==> src/rtl/bus_seq_pkg.sv <==
// Shared types and widths for the bus tag sequencer and its tag table.
package bus_seq_pkg;

  localparam int NUM_COL_DEF = 8;
  localparam int ID_W        = $clog2(NUM_COL_DEF) + 1;
  localparam logic [ID_W-1:0] NO_ID = '1;

  typedef enum logic [2:0] {
    IDLE,
    KFLUSH,
    KWAIT,
    TFLUSH,
    TWAIT,
    STREAM,
    DONE
  } seq_state_e;

  // One extra bit above the column index leaves room for an ID no column owns.
  function automatic int id_width(input int num_col);
    return $clog2(num_col) + 1;
  endfunction

endpackage

==> src/rtl/tag_table.sv <==
// Per-column TAG register file: one write port, one combinational read port,
// cleared to the no-column value on reset.
module tag_table
  import bus_seq_pkg::*;
#(
  parameter int DEPTH = NUM_COL_DEF,
  parameter int W = ID_W,
  parameter logic [W-1:0] CLEAR_VAL = W'(NO_ID)
) (
  input  logic                     clk,
  input  logic                     rst_n,
  input  logic                     we,
  input  logic [$clog2(DEPTH)-1:0] waddr,
  input  logic [W-1:0]             wdata,
  input  logic [$clog2(DEPTH)-1:0] raddr,
  output logic [W-1:0]             rdata
);

  logic [W-1:0] mem [DEPTH];

  always_ff @(posedge clk or negedge rst_n) begin
    if (!rst_n) begin
      for (int i = 0; i < DEPTH; i++) begin
        mem[i] <= CLEAR_VAL;
      end
    end else if (we) begin
      mem[waddr] <= wdata;
    end
  end

  assign rdata = mem[raddr];

endmodule

==> src/rtl/bus_tag_sequencer.sv <==
// Job controller for one X-bus: kernel-size flush, per-column tag flush, then
// a stream of ID-stamped ifmap/filter/psum beats, closing with a done pulse.
module bus_tag_sequencer
  import bus_seq_pkg::*;
#(
  parameter int DATA_WIDTH = 16,
  parameter int NUM_COL    = NUM_COL_DEF,
  parameter int LEN_W      = 16
) (
  input  logic                       clk,
  input  logic                       rst_n,
  input  logic                       cfg_we,
  input  logic [$clog2(NUM_COL)-1:0] cfg_addr,
  input  logic [$clog2(NUM_COL):0]   cfg_tag,
  input  logic [7:0]                 cfg_kernel_size,
  input  logic [LEN_W-1:0]           cfg_len,
  input  logic                       start,
  output logic                       busy,
  output logic                       done,
  input  logic                       src_valid,
  output logic                       src_ready,
  input  logic [$clog2(NUM_COL):0]   src_id,
  input  logic [DATA_WIDTH-1:0]      src_ifmap,
  input  logic [DATA_WIDTH-1:0]      src_fltr,
  input  logic [2*DATA_WIDTH-1:0]    src_psum,
  output logic [$clog2(NUM_COL):0]   ID,
  output logic [$clog2(NUM_COL):0]   TAG,
  output logic                       flush_tag,
  input  logic                       tag_busy,
  output logic                       flush_kernel,
  input  logic                       kernel_busy,
  output logic [7:0]                 kernel_size,
  output logic                       bus_valid,
  output logic [DATA_WIDTH-1:0]      ifmap_data_B2M,
  output logic [DATA_WIDTH-1:0]      fltr_data_B2M,
  output logic [2*DATA_WIDTH-1:0]    psum_data_B2M
);

  localparam int CW = $clog2(NUM_COL);
  localparam int TW = id_width(NUM_COL);
  localparam logic [TW-1:0] NO_TAG = '1;

  seq_state_e       state;
  logic [CW-1:0]    col;
  logic [LEN_W-1:0] len_r;
  logic [LEN_W-1:0] cnt;
  logic [TW-1:0]    rd_tag;
  logic             last_col;

  assign last_col  = (col == CW'(NUM_COL - 1));
  assign src_ready = (state == STREAM);

  tag_table #(
    .DEPTH    (NUM_COL),
    .W        (TW),
    .CLEAR_VAL(NO_TAG)
  ) u_tag_table (
    .clk  (clk),
    .rst_n(rst_n),
    .we   (cfg_we && (state == IDLE)),
    .waddr(cfg_addr),
    .wdata(cfg_tag),
    .raddr(col),
    .rdata(rd_tag)
  );

  // Every output is registered, so each pulse shows up the cycle after the
  // state that requests it; the wait states ignore the busy inputs while
  // their own flush is still visible because the multicasters lag by a cycle.
  always_ff @(posedge clk or negedge rst_n) begin
    if (!rst_n) begin
      state          <= IDLE;
      col            <= '0;
      len_r          <= '0;
      cnt            <= '0;
      busy           <= 1'b0;
      done           <= 1'b0;
      ID             <= NO_TAG;
      TAG            <= NO_TAG;
      flush_tag      <= 1'b0;
      flush_kernel   <= 1'b0;
      kernel_size    <= '0;
      bus_valid      <= 1'b0;
      ifmap_data_B2M <= '0;
      fltr_data_B2M  <= '0;
      psum_data_B2M  <= '0;
    end else begin
      flush_kernel <= 1'b0;
      flush_tag    <= 1'b0;
      done         <= 1'b0;
      case (state)
        IDLE: begin
          if (start) begin
            kernel_size <= cfg_kernel_size;
            len_r       <= cfg_len;
            busy        <= 1'b1;
            state       <= KFLUSH;
          end
        end
        KFLUSH: begin
          flush_kernel <= 1'b1;
          state        <= KWAIT;
        end
        KWAIT: begin
          if (!flush_kernel && !kernel_busy) begin
            col   <= '0;
            state <= TFLUSH;
          end
        end
        TFLUSH: begin
          ID        <= {1'b0, col};
          TAG       <= rd_tag;
          flush_tag <= 1'b1;
          state     <= TWAIT;
        end
        TWAIT: begin
          if (!flush_tag && !tag_busy) begin
            if (last_col) begin
              ID    <= NO_TAG;
              TAG   <= NO_TAG;
              cnt   <= '0;
              state <= (len_r == '0) ? DONE : STREAM;
            end else begin
              col   <= col + CW'(1);
              state <= TFLUSH;
            end
          end
        end
        STREAM: begin
          if (src_valid) begin
            bus_valid      <= 1'b1;
            ID             <= src_id;
            ifmap_data_B2M <= src_ifmap;
            fltr_data_B2M  <= src_fltr;
            psum_data_B2M  <= src_psum;
            cnt            <= cnt + LEN_W'(1);
            if ((cnt + LEN_W'(1)) == len_r) begin
              state <= DONE;
            end
          end else begin
            bus_valid <= 1'b0;
            ID        <= NO_TAG;
          end
        end
        DONE: begin
          done      <= 1'b1;
          busy      <= 1'b0;
          bus_valid <= 1'b0;
          ID        <= NO_TAG;
          state     <= IDLE;
        end
        default: state <= IDLE;
      endcase
    end
  end

endmodule

==> config.mk <==
export PLATFORM = sky130hd
export DESIGN_NAME = bus_tag_sequencer
export DESIGN_NICKNAME = d
export VERILOG_FILES = /design/src/rtl/bus_seq_pkg.sv /design/src/rtl/tag_table.sv /design/src/rtl/bus_tag_sequencer.sv
export SDC_FILE = /design/constraint.sdc
export NUM_CORES = 1
export LEC_CHECK = 0
export ABC_CLOCK_PERIOD_IN_PS = 2000
export BUFFER_PORTS_ARGS = -buffer_cell sky130_fd_sc_hd__buf_2
export CORE_ASPECT_RATIO = 0.6
export CORE_MARGIN = 5
export CORE_UTILIZATION = 48
export CTS_CLUSTER_DIAMETER = 120
export DETAILED_ROUTE_END_ITERATION = 16
export HOLD_SLACK_MARGIN = 0.06
export PLACE_DENSITY = 0.89
export SETUP_SLACK_MARGIN = 0.5
export SLEW_MARGIN = 30
export SYNTH_ARGS = -nofsm -noshare
export SYNTH_HDL_FRONTEND = slang
export SYNTH_SLANG_ARGS = --single-unit
==> constraint.sdc <==
create_clock -name clk -period 2 [get_ports clk]
set_input_delay 0.4 -clock clk [delete_from_list [all_inputs] [get_ports clk]]
set_output_delay 0.4 -clock clk [all_outputs]
set_load 0.02 [all_outputs]
==> key figures <==
Critical path
  – CP Data Required Time: 2340 ps
  – Setup CP Type: reg2reg
  – Crit-path max FO: 4
  – Crit-path slowest cell: dfrtp_1
  – CP Buf/Inv Count: 1
  – CP Data Arrival Time: 2850 ps
  – CP top delay family: compound AO/OA/AOI/OAI gates
  – Type of origin of the critical path: flop
  – Cells along the critical path: nand4_1 -> buf_4 -> nor3_4 -> xnor2_1 -> a22o_1 -> a31oi_2 -> o32a_1 -> o21ai_2
  – CP peak stage delay: 450 ps
  – CP endpoint kind: flop

Yosys
  – YS warnings: 0
  – Commonest register cell after synthesis: dfrtp_1
  – Main combinational cell family by area after synthesis: simple AND/OR/NAND/NOR gates
  – Post-Synth Adder-Cell Area: 0.534%
  – Post-Synth Simple-Gate Area: 19.4%
  – Cells after synthesis: 678
  – FF+latch count, synth: 155
  – Synth Area in Compound Gates: 6.29%
  – Avg Cell Area, Syn: 10.4 µm²
  – Number of synthesized flops with an enable pin: 0
  – Syn Nets: 787
  – Mux cell area share after synthesis: 12.3%
  – Seq/Total Area, Yosys: 55.9%
  – Asr flop ratio synth: 100%
  – Synth Cell Area: 7020 µm²
  – Synth Area in XOR/XNOR: 3.12%
  – Yosys cell types: 52

Power
  – Total power per unit cell area: 1520 nW/µm²
  – VDD IR-drop max: 0.000926 V
  – P_leak: 6.05 nW
  – Tot Pwr: 0.0186 W

Clock tree
  – CTS Buf Count: 17
  – Clk sinks: 155
  – H-tree depth: 4
  – Clock slew at reported path FFs: 70 ps
  – Clock latency on the worst-skew pair: 430 ps
  – CTS tree: done
  – Root Buffer: clkbuf_16
  – Clk buf depth: 2

STA
  – RSZ-0062 raised after global routing: true
  – Min Tclk post-route: 2500 ps
  – Pins over their slew limit: 0
  – Max transition margin: 66.5%
  – Final Hold Viols: 0
  – Worst slew pin tran: 502 ps
  – F_max: 400 MHz
  – Final setup viols: 15
  – Setup ws final: -502 ps
  – Fin crit share: 125%
  – Clk_skew: 13.3 ps
  – Setup TNS: -1610 ps

Routing
  – ANT nets after route: 0
  – Vias: 7575
  – Routed wire length: 33300 µm
  – Pre-antenna DRT Iters: 9
  – Routed len/inst: 27.3 µm
  – DRC: 0
  – 1st-iter DRT viols: 932
  – Vias per cell: 6.20

Cells and area
  – Synth-to-Final Area Change: 74.2%
  – Final net count: 1118
  – Fin util: 84.9%
  – Commonest non-fill, non-tap cell in the layout: buf_2
  – Layout cell share with drive strength beyond 1: 73.0%
  – Most frequent cells in the layout: buf_2 (181), nand2_2 (114), dfrtp_1 (100), buf_4 (59), nand2_1 (57)

GRT
  – Antenna violations before repair: 1
  – Overall Global Routing Usage: 30.2%
  – Pin count of the biggest net entering global routing: 58
  – Vias in the first global route: 7198
  – First-pass GRT wire length: 41000 µm
  – Grt total ovfl: 0

Placed design
  – Port bufs: 191
  – Post-detail-place hpwl: 14300 µm
  – Final GP Congestion: 0.913
  – Dpl ws: 27.1 ps

Run status
  – Status: complete, but fails checks
  – Failing checks: negative setup slack

Die
  – Die width: 166 µm
  – Num rows: 34
  – Die Span Y: 104 µm
  – Initial cell density of the core: 48.7%
  – Core Area: 14400 µm²
  – Die ar.: 17200 µm²
  – IO Count: 192

Job
  – Max Cap Violations: 0

Worst hold path
  – HP Class: in2reg
tightest hold or removal path, delay by kind of cell:
| kind | cells | cell delay (ps) |
|---|---|---|
| AND/OR/NAND/NOR | 2 | 80 |
| buffers and inverters | 1 | 80 |
cell usage after synthesis, drive strengths merged (2+ instances only):
master	instances	area, µm²
nor3b	4	40.0
nor4	5	37.5
nand4	12	81.3
xor2	10	87.6
nor3	9	50.1
ha	3	37.5
a21oi	14	70.1
dfrtp	115	2880
nand2	221	830
xnor2	15	131
mux2i	4	40.0
and2	4	25.0
nand3	9	57.6
inv	6	22.5
o21ai	28	140
a22o	3	26.3
dfstp	40	1050
clkbuf	20	75.1
o22ai	3	18.8
nor2	38	153
buf	14	72.6
and3	4	25.0
a31oi	2	18.8
mux2	57	642
o31ai	9	67.6
o211ai	3	22.5
mux4	8	180
nand3b	6	45.0
report_power, final:
group | internal (W) | leakage, nW | switching, W
combinational | 0.00439 | 3.92 | 0.00475
sequential | 0.00483 | 1.84 | 0.00136
clock | 0.00173 | 0.280 | 0.00151
per-stage QoR:
step | hold WS, ps | std cells | instance area [µm²]
3_5_place_dp | 258 | 1068 | 8580
2_1_floorplan | 104 | 678 | 7230
4_1_cts | 165 | 1190 | 11100
6_report | 174 | 1222 | 12200
3_3_place_gp | 261 | 1068 | 8580
5_1_grt | 167 | 1221 | 12200
final timing paths:
path                                   start                   to  slack, ps  cells after the start
max                                   cnt[1]             state[1]       -500                      8
min                              src_psum[3]     psum_data_B2M[3]        170                      3
min in group asynchronous              rst_n     psum_data_B2M[7]        410                      2
max in group asynchronous              rst_n  u_tag_table.mem[28]        880                      3
min reg2reg                ifmap_data_B2M[8]    ifmap_data_B2M[8]        480                      2
max reg2reg                           cnt[1]             state[1]       -500                      8
registers in the layout, summed over array words and instances, names as in the netlist, 3 cells and up:
| signal | flops |
|---|---|
| ID | 4 |
| TAG | 4 |
| cnt | 16 |
| col | 3 |
| fltr_data_B2M | 16 |
| ifmap_data_B2M | 16 |
| kernel_size | 8 |
| len_r | 16 |
| psum_data_B2M | 32 |
| state | 3 |
| u_tag_table.mem | 32 |
per-layer routing:
metal | track usage [%] | routed length [µm]
met1 | 39.0 | 12200
met2 | 48.9 | 15500
met3 | 7.38 | 3680
met4 | 13.0 | 2010
met5 | 0 | 0
layout make-up:
cell class,count,area [µm²]
antenna,2,5.00
clock buffer,20,468
clock inverter,12,100
fill,621,2180
inverter,6,28.8
multi-input combinational,483,4300
sequential,155,3950
tap,198,248
timing repair buffer,346,3140
logic make-up after synthesis:
logic type                 after synthesis
muxes                                   69
adders and majority gates                3
DFF                                    155
buffers and inverters                   40
and+or+nand+nor                        315
xor gates and xnor gates                25
AOI/OAI and AO/OA                       71
timing repair:
item                                    in CTS  in global routing
buffers inserted                            65                 28
gates resized for setup                    241                239
hold endpoints to repair                    18                  0
endpoints found under the setup margin     159                160
hold buffers                                 1                  0
pin swaps                                  160                128
cloned                                      24                  2
(Power assumes the default switching activity.)
